$ cat src/rtl/mul_sequencer_pkg.sv
// Shared state codes and helpers for the multicycle core's multiply sequencer.
// The decode FSM and the controller that reads `state` both import these codes.
package mul_sequencer_pkg;

  typedef enum logic [1:0] {
    MUL_IDLE = 2'd0,
    MUL_RUN  = 2'd1,
    MUL_FIX  = 2'd2,
    MUL_DONE = 2'd3
  } mul_state_e;

  localparam int unsigned MUL_WIDTH_DEFAULT = 32;

  // The controller is held from the very cycle a request is accepted until DONE.
  function automatic logic mul_stall(input mul_state_e st, input logic start);
    logic accepting;
    accepting = (st == MUL_IDLE) || (st == MUL_DONE);
    return (accepting && start) || (st == MUL_RUN) || (st == MUL_FIX);
  endfunction

endpackage

$ cat src/rtl/mul_sequencer_if.sv
// Controller <-> multiply sequencer bundle: operands and request in, stall/result out.
interface mul_sequencer_if #(
  parameter int WIDTH = 32
);
  // Start is sampled only in IDLE/DONE; while Stall=1 the controller holds its state,
  // and Done pulses for exactly one cycle with ProdHi/ProdLo valid from that cycle on.
  logic             Start;
  logic             Signed;
  logic             AccEn;
  logic [WIDTH-1:0] SrcA;
  logic [WIDTH-1:0] SrcB;
  logic [WIDTH-1:0] Acc;
  logic             Stall;
  logic             Done;
  logic [WIDTH-1:0] ProdLo;
  logic [WIDTH-1:0] ProdHi;
  logic [1:0]       state;

  modport master (
    output Start, Signed, AccEn, SrcA, SrcB, Acc,
    input  Stall, Done, ProdLo, ProdHi, state
  );

  modport slave (
    input  Start, Signed, AccEn, SrcA, SrcB, Acc,
    output Stall, Done, ProdLo, ProdHi, state
  );

endinterface

$ cat src/rtl/mul_sequencer_step.sv
// One radix-2 shift-add iteration: conditionally add the multiplicand into the upper
// half, then shift {carry, hi, lo} right by one.
module mul_step #(
  parameter int WIDTH = 32
) (
  input  logic [WIDTH-1:0] hi_i,
  input  logic [WIDTH-1:0] lo_i,
  input  logic [WIDTH-1:0] mcand_i,
  output logic [WIDTH-1:0] hi_o,
  output logic [WIDTH-1:0] lo_o
);

  logic [WIDTH:0] sum;

  always_comb begin
    sum  = {1'b0, hi_i} + (lo_i[0] ? {1'b0, mcand_i} : {(WIDTH+1){1'b0}});
    hi_o = sum[WIDTH:1];
    lo_o = {sum[0], lo_i[WIDTH-1:1]};
  end

endmodule

$ cat src/rtl/mul_sequencer.sv
// Fixed-latency iterative multiply/accumulate sequencer (MUL/MLA/UMULL/SMULL).
// Operates on magnitudes and applies the sign and accumulate in a single FIX cycle.
module mul_sequencer
  import mul_sequencer_pkg::*;
#(
  parameter int WIDTH = MUL_WIDTH_DEFAULT
) (
  input  logic           clk,
  input  logic           reset,
  mul_sequencer_if.slave bus
);

  localparam int CW = $clog2(WIDTH + 1);
  localparam logic [CW-1:0] LAST_ITER = CW'(WIDTH - 1);

  mul_state_e         state_q, state_d;
  logic [CW-1:0]      cnt_q, cnt_d;
  logic [WIDTH-1:0]   mcand_q, mcand_d;
  logic [WIDTH-1:0]   hi_q, hi_d;
  logic [WIDTH-1:0]   lo_q, lo_d;
  logic [2*WIDTH-1:0] acc_q, acc_d;
  logic               neg_q, neg_d;
  logic [WIDTH-1:0]   prod_lo_q, prod_lo_d;
  logic [WIDTH-1:0]   prod_hi_q, prod_hi_d;
  logic               done_q, done_d;

  logic [WIDTH-1:0]   step_hi, step_lo;
  logic [WIDTH-1:0]   mag_a, mag_b;
  logic [2*WIDTH-1:0] acc_ext;
  logic [2*WIDTH-1:0] p_full, fix_res;

  mul_step #(.WIDTH(WIDTH)) u_step (
    .hi_i   (hi_q),
    .lo_i   (lo_q),
    .mcand_i(mcand_q),
    .hi_o   (step_hi),
    .lo_o   (step_lo)
  );

  always_comb begin
    // The most-negative value negates to itself, which is its correct unsigned magnitude.
    mag_a = (bus.Signed && bus.SrcA[WIDTH-1]) ? -bus.SrcA : bus.SrcA;
    mag_b = (bus.Signed && bus.SrcB[WIDTH-1]) ? -bus.SrcB : bus.SrcB;
    if (!bus.AccEn) begin
      acc_ext = '0;
    end else if (bus.Signed) begin
      acc_ext = {{WIDTH{bus.Acc[WIDTH-1]}}, bus.Acc};
    end else begin
      acc_ext = {{WIDTH{1'b0}}, bus.Acc};
    end

    p_full  = {hi_q, lo_q};
    fix_res = (neg_q ? -p_full : p_full) + acc_q;

    state_d   = state_q;
    cnt_d     = cnt_q;
    mcand_d   = mcand_q;
    hi_d      = hi_q;
    lo_d      = lo_q;
    acc_d     = acc_q;
    neg_d     = neg_q;
    prod_lo_d = prod_lo_q;
    prod_hi_d = prod_hi_q;
    done_d    = 1'b0;

    case (state_q)
      MUL_IDLE, MUL_DONE: begin
        if (bus.Start) begin
          mcand_d = mag_a;
          lo_d    = mag_b;
          hi_d    = '0;
          cnt_d   = '0;
          neg_d   = bus.Signed & (bus.SrcA[WIDTH-1] ^ bus.SrcB[WIDTH-1]);
          acc_d   = acc_ext;
          state_d = MUL_RUN;
        end else begin
          state_d = MUL_IDLE;
        end
      end
      MUL_RUN: begin
        hi_d  = step_hi;
        lo_d  = step_lo;
        cnt_d = cnt_q + 1'b1;
        if (cnt_q == LAST_ITER) begin
          state_d = MUL_FIX;
        end
      end
      MUL_FIX: begin
        prod_lo_d = fix_res[WIDTH-1:0];
        prod_hi_d = fix_res[2*WIDTH-1:WIDTH];
        done_d    = 1'b1;
        state_d   = MUL_DONE;
      end
      default: state_d = MUL_IDLE;
    endcase
  end

  always_ff @(posedge clk) begin
    if (reset) begin
      state_q   <= MUL_IDLE;
      cnt_q     <= '0;
      mcand_q   <= '0;
      hi_q      <= '0;
      lo_q      <= '0;
      acc_q     <= '0;
      neg_q     <= 1'b0;
      prod_lo_q <= '0;
      prod_hi_q <= '0;
      done_q    <= 1'b0;
    end else begin
      state_q   <= state_d;
      cnt_q     <= cnt_d;
      mcand_q   <= mcand_d;
      hi_q      <= hi_d;
      lo_q      <= lo_d;
      acc_q     <= acc_d;
      neg_q     <= neg_d;
      prod_lo_q <= prod_lo_d;
      prod_hi_q <= prod_hi_d;
      done_q    <= done_d;
    end
  end

  assign bus.Stall  = mul_stall(state_q, bus.Start);
  assign bus.Done   = done_q;
  assign bus.ProdLo = prod_lo_q;
  assign bus.ProdHi = prod_hi_q;
  assign bus.state  = state_q;

endmodule

$ cat src/flat_wrapper.sv
// flat-port wrapper written by rule: the top's interface ports become plain ports
module mul_sequencer_flat import mul_sequencer_pkg::*;
#(
  parameter int WIDTH = MUL_WIDTH_DEFAULT
)
  (clk, reset, bus_Start, bus_Signed, bus_AccEn, bus_SrcA, bus_SrcB, bus_Acc, bus_Stall, bus_Done, bus_ProdLo, bus_ProdHi, bus_state);
  mul_sequencer_if #(.WIDTH(WIDTH)) bus_i ();
  input  logic clk;
  input  logic reset;
  input wire logic [$bits(bus_i.Start)-1:0] bus_Start;
  input wire logic [$bits(bus_i.Signed)-1:0] bus_Signed;
  input wire logic [$bits(bus_i.AccEn)-1:0] bus_AccEn;
  input wire logic [$bits(bus_i.SrcA)-1:0] bus_SrcA;
  input wire logic [$bits(bus_i.SrcB)-1:0] bus_SrcB;
  input wire logic [$bits(bus_i.Acc)-1:0] bus_Acc;
  output wire logic [$bits(bus_i.Stall)-1:0] bus_Stall;
  output wire logic [$bits(bus_i.Done)-1:0] bus_Done;
  output wire logic [$bits(bus_i.ProdLo)-1:0] bus_ProdLo;
  output wire logic [$bits(bus_i.ProdHi)-1:0] bus_ProdHi;
  output wire logic [$bits(bus_i.state)-1:0] bus_state;
  assign bus_i.Start = bus_Start;
  assign bus_i.Signed = bus_Signed;
  assign bus_i.AccEn = bus_AccEn;
  assign bus_i.SrcA = bus_SrcA;
  assign bus_i.SrcB = bus_SrcB;
  assign bus_i.Acc = bus_Acc;
  assign bus_Stall = bus_i.Stall;
  assign bus_Done = bus_i.Done;
  assign bus_ProdLo = bus_i.ProdLo;
  assign bus_ProdHi = bus_i.ProdHi;
  assign bus_state = bus_i.state;
  mul_sequencer #(.WIDTH(WIDTH)) u_core (.clk(clk), .reset(reset), .bus(bus_i));
endmodule
$ cat config.mk
export PLATFORM = sky130hd
export DESIGN_NAME = mul_sequencer_flat
export DESIGN_NICKNAME = d
export VERILOG_FILES = /design/src/rtl/mul_sequencer_pkg.sv /design/src/rtl/mul_sequencer_if.sv /design/src/rtl/mul_sequencer_step.sv /design/src/rtl/mul_sequencer.sv /design/src/flat_wrapper.sv
export SDC_FILE = /design/constraint.sdc
export NUM_CORES = 1
export LEC_CHECK = 0
export ABC_AREA = 1
export BUFFER_PORTS_ARGS = -buffer_cell sky130_fd_sc_hd__buf_4
export CAP_MARGIN = 0
export CORE_ASPECT_RATIO = 0.75
export CORE_MARGIN = 4
export CORE_UTILIZATION = 62
export DETAILED_ROUTE_END_ITERATION = 10
export GPL_ROUTABILITY_DRIVEN = 1
export PLACE_DENSITY = 0.81
export REMOVE_ABC_BUFFERS = 1
export SLEW_MARGIN = 20
export SYNTH_ARGS = -nofsm -noshare
export SYNTH_HDL_FRONTEND = slang
export SYNTH_SLANG_ARGS = --single-unit
$ cat constraint.sdc
create_clock -name clk -period 3.83 [get_ports clk]
set_input_delay 0.383 -clock clk [delete_from_list [all_inputs] [get_ports clk]]
set_output_delay 0.383 -clock clk [all_outputs]
set_load 0.1 [all_outputs]
# After elaboration in Yosys (flattened, before gate mapping)
# Cells that the tools add are included.
[classes] add_sub_neg=6 n_mul=0 n_div=0 order_cmp=0 n_eq_ne=6 shifts=0 n_mux=16 bitwise=2 n_reduce_logical=11
[ops] op="$mux W64" n=3
[ops] op="$mux W32" n=5
[ops] op="$pmux W32 S2" n=2
[ops] op="$add A64 B64 Y64" n=1
[ops] op="$neg A32 Y32" n=2
[ops] op="$neg A64 Y64" n=1
[ops] op="$add A32 B33 Y33" n=1
[ops] op="$pmux W6 S2" n=1
[ops] op="$add A6 B1 Y6 const B" n=1
[ops] op="$eq A6 B5 Y1 const B" n=1
[ops] op="$mux W6" n=1
[ops] op="$pmux W2 S3" n=1
[ops] op="$eq A2 B2 Y1 const B" n=2
[ops] op="$reduce_and A2 Y1" n=2
[ops] op="$logic_and A1 B1 Y1" n=3
[ops] op="$logic_or A1 B1 Y1" n=3
[ops] op="$eq A2 B1 Y1 const B" n=1
[ops] op="$logic_not A2 Y1" n=1
[ops] op="$mux W1" n=2
[ops] op="$mux W2" n=1
[ops] op="$ne A2 B1 Y1 const B" n=1
[ops] op="$ne A2 B2 Y1 const B" n=1
[ops] op="$reduce_bool A2 Y1" n=1
[ops] op="$reduce_or A2 Y1" n=1
[ops] op="2 further kinds" n=2
[word_totals] ff_bits=234 latchBits=0 mem_bits_rw=0 rom_bits=0 input_bits=101 output_inout_bits=68 wordCells=51 n_memories=0

# Logic depth before layout (Yosys ltp)
[depth] word_depth=5 ltp_mapped=27 mapped_depth_nobuf=26

# Modules after synthesis
# Synthesis repeated with hierarchy kept, for this count alone.
[unflattened] hier_cells=3590 area_unflattened_um2=20090.5
[by_module_without_submodules] mod="mul_sequencer" n_inst=1 cells_each=2990 area_each_um2=17212.8 seq_area_each_um2=4063.9
[by_module_without_submodules] mod="mul_step" n_inst=1 cells_each=600 area_each_um2=2877.8 seq_area_each_um2=0.0

# Worst setup path before layout
# OpenSTA, ideal clock, no wires.
[synth_path] path_kind="reg-to-output" startpoint="reg u_core.state_q[0] (netlist: u_core.bus.state[0])" endpoint="out bus_Stall" arrival_time_ns=2.919 path_slack_ns=0.528 path_stages_with_launch=7 n_path_buf=2 path_cell_list="dfxtp_1 inv_1 ha_1 nand2_1 clkbuf_1 buf_1 nand3_1"
[synth_between] elab_chain_len=5
[synth_rtl] element="start, declared" line_no="mul_sequencer.sv:16" text="mul_state_e state_q, state_d;"
[synth_rtl] element="start signal, assigned" line_no="mul_sequencer.sv:111" text="state_q <= state_d;"
[synth_rtl] element="$eq A2 B2 Y1 / $logic_not A2 Y1 (equally long branches)" line_no="mul_sequencer_pkg.sv:17" text="accepting = (st == MUL_IDLE) || (st == MUL_DONE);"
[synth_rtl] element="$logic_or A1 B1 Y1" line_no="mul_sequencer_pkg.sv:17"
[synth_rtl] element="$logic_and A1 B1 Y1" line_no="mul_sequencer_pkg.sv:18" text="return (accepting && start) || (st == MUL_RUN) || (st == MUL_FIX);"
[synth_rtl] element="$logic_or A1 B1 Y1" line_no="mul_sequencer_pkg.sv:18"
[synth_rtl] element="$logic_or A1 B1 Y1 (*)" line_no="mul_sequencer_pkg.sv:18"
[synth_rtl] element="end, declared" line_no="flat_wrapper.sv:16" text="output wire logic [$bits(bus_i.Stall)-1:0] bus_Stall;"
# Every way passes the cells marked *; elsewhere a longest branch is shown, timed or not.

# Final worst setup path
[layout_path] startpoint="reg u_core.lo_q[6]" endpoint="reg u_core.prod_lo_q[22] (netlist: u_core.bus.ProdLo[22])"
[layout_between] elab_chain_len=3
[layout_rtl] element="start, declared" line_no="mul_sequencer.sv:20" text="logic [WIDTH-1:0] lo_q, lo_d;"
[layout_rtl] element="start signal, assigned" line_no="mul_sequencer.sv:115" text="lo_q <= lo_d;"
[layout_rtl] element="$neg A64 Y64" line_no="mul_sequencer.sv:53" text="fix_res = (neg_q ? -p_full : p_full) + acc_q;"
[layout_rtl] element="$mux W64 (*)" line_no="mul_sequencer.sv:53"
[layout_rtl] element="$add A64 B64 Y64 (*)" line_no="mul_sequencer.sv:53"
[layout_rtl] element="end signal, assigned" line_no="mul_sequencer.sv:118" text="prod_lo_q <= prod_lo_d;"
[layout_rtl] element="end, declared" line_no="mul_sequencer.sv:23" text="logic [WIDTH-1:0] prod_lo_q, prod_lo_d;"
# Marked as above.
# A chain may end at the register's enable or synchronous reset.

==> metrics.txt <==
core area=30,300 um^2; die footprint=around 34,000 um^2; Layout Skew=0.0165 ns; fmax=0.275 GHz; crit path max fanout=6; CP max stage delay=around 0.39 ns; initial drt markers=2,576; CTS tree=built; nets=3,772; vias per cell=5.62; GRT Util Overall=roughly 37%; maximum vdd drop=0.000941 V; max-slew violations=0; Worst Setup End Kind=register; Syn Inst Count=roughly 3,400; pwr/cell area=641 nW/um^2; cell area after layout=21,700 um^2; initial core utilization=63.2%; post-route ant nets=0; gp weighted congestion=around 1.1; largest net degree at the start of global routing=66; most common cell in the synthesized netlist=nand2_1; part of the cycle the worst path needs=95.0%; clock-pin slew on the worst setup and hold paths=0.07 ns; Clock Sinks=203; Post-synth EDFFs=0; Setup Buffers After CTS=0; syn avg cell area=5.61 um^2; Synth async-reset ratio=0%; Total Wirelength=65.4 mm; worst path required time=4.27 ns; Synth top area share=21.2%; Syn-to-layout area delta=13.1%; ys flop type=dfxtp_1; critical-path cell list=nor2_1 > nand2_1 > nor2_4 > nand2_2 > o21ai_0 > o21a_1 > xor2_1 > ha_1 > nand2_1 > inv_1 > nand2_1 > nand2_1 > inv_1 > nand2_1 > nand3b_1 > xor2_1 > o21ai_0 > inv_1; drt drc=0; maxcap violations=0; Worst path slowest cell=dfxtp_1; DR vias=22,284; kind of critical path=register to register; share of post-route cells with drive strength above 1=8.91%; # diodes=0; row count=55; WP buf/inv=3; vias in the first global route=20,374; fin crit period=about 3.6 ns; root buf cell=clkbuf_16; CP startpoint kind=register; placed instance area=20,800 um^2; Power Total=13.9 mW; Yosys reg bits=203; cell mode on critical path=nand2_1; CTS Buffer Depth=3; Fillers=between 2,000 and 3,000; largest cells by area after synthesis=dfxtp_1, nand2_1, inv_1; grt total ovfl=0; I/O pins=approximately 170; H-tree depth=1; initial antenna violation count=0; first-pass GRT wire length=between 100 and 150 mm; Tightest Hold Check Type=input pin to register; Commonest cells post-synth=nand2_1, inv_1, nor2_1; worst slew pin tran=1.09 ns; CP Data Arrival Time=4.07 ns; die height=160 um; area leader, netlist=dfxtp_1; number of distinct library cells after synthesis=50; hold buffer count at CTS=0; Slew HR=a little over a quarter; Syn. warnings=0; DR pass1 iterations=6; P_leak=between 10 and 15 nW; I/O Buffers=around 170; setup violators final=0; Cell Area, Synth=around 19,000 um^2; register area share after synthesis=21.2%; Num CTS Buffers=22; Crit path max-delay family=simple AND/OR/NAND/NOR gates; Worst-Skew Late Latency=0.55 ns; routed len/inst=16.5 um; Gates resized, CTS repair=0; Hold Fails Final Rpt=0; outcome=complete, no violations; post-detail-place hpwl=51.9 mm; die width=about 210 um
[layout make-up]
class	count	area (um^2)	share of cell area [%]
sequential	203	4070	18.7
inverter	595	2230	10.3
multi-input combinational	2542	12700	58.7
timing repair buffer	190	1430	6.57
tap	399	499	2.30
clock inverter	16	169	0.778
clock buffer	23	564	2.60
[worst min-delay path, stage by stage]
cell and delay, ns:
buf_4 0.08, a22oi_1 0.05, nor2_1 0.07
[routing by layer]
metal	share of wire (%)	global-route usage, %	up-vias
li1	-	-	10933
met1	43	52.1	9986
met2	43	57.4	1190
met3	11	5.80	175
met4	4.0	12.1	0
met5	0	0	-
[cell usage in the layout, fill, tap and decap left out, types with 9 or more instances in the layout]
master	netlist	final
a21oi_1	193	187
a22oi_1	19	19
a31oi_1	31	31
buf_4	0	190
clkbuf_16	0	22
dfxtp_1	203	202
ha_1	115	111
inv_1	590	589
nand2_1	1081	1081
nand3_1	184	183
nand3b_1	16	16
nand4_1	31	31
nor2_1	448	437
nor2_2	11	22
nor3_1	51	45
nor3_2	4	9
o211ai_1	9	9
o21ai_0	143	143
o22ai_1	13	13
or2_2	14	14
xnor2_1	23	23
xor2_1	87	83
[power breakdown]
group / switching [mW] / leakage, nW / internal [mW]
clock: 0.993 / 0.346 / 1.22
sequential: 0.408 / 1.66 / 2.64
combinational: 6.38 / 9.99 / 2.28
[flip-flops by register name, summed over array words and instances, names as in the netlist]
signal,cells
u_core.bus.ProdLo,32
u_core.bus.state,2
u_core.bus.Done,1
u_core.lo_q,32
u_core.bus.ProdHi,32
u_core.acc_q,33
u_core.mcand_q,32
u_core.cnt_q,6
u_core.neg_q,1
u_core.hi_q,32
[kinds of logic (layout without fill, tap and decap cells)]
family	after synthesis	in the layout	synth area share, %
AOI/OAI and AO/OA	442	442	12.6
xor gates and xnor gates	110	110	5.02
DFF	203	203	21.2
adders and majority gates	117	117	7.71
and+or+nand+nor	1873	1873	40.1
buffers and inverters	675	824	13.3
[path summary, 6_finish.rpt]
kind	from	endpoint	slack, ns	depth (start not counted)
hold / removal	bus_Acc[2]	u_core.acc_q[2]	0.08	3
setup reg to reg	u_core.lo_q[6]	u_core.bus.ProdLo[22]	0.19	18
setup / recovery	u_core.lo_q[6]	u_core.bus.ProdLo[22]	0.19	18
hold reg to reg	u_core.acc_q[29]	u_core.acc_q[29]	0.48	2
[stage by stage]
step / setup WS [ns] / utilization (%) / hold slack [ns] / std cells / setup TNS [ns]
6_report: 0.192 / 71.5 / 0.0757 / 3968 / 0
5_1_grt: -0.0191 / 71.5 / 0.0814 / 3968 / -0.0321
4_1_cts: 0.101 / 71.0 / 0.0661 / 3968 / 0
3_5_place_dp: 0.163 / 68.6 / 0.471 / 3929 / 0
3_3_place_gp: 0.305 / 68.6 / 0.465 / 3929 / 0
2_1_floorplan: -1.14 / - / 0.444 / 3340 / -38.75
(Power assumes the default switching activity.)
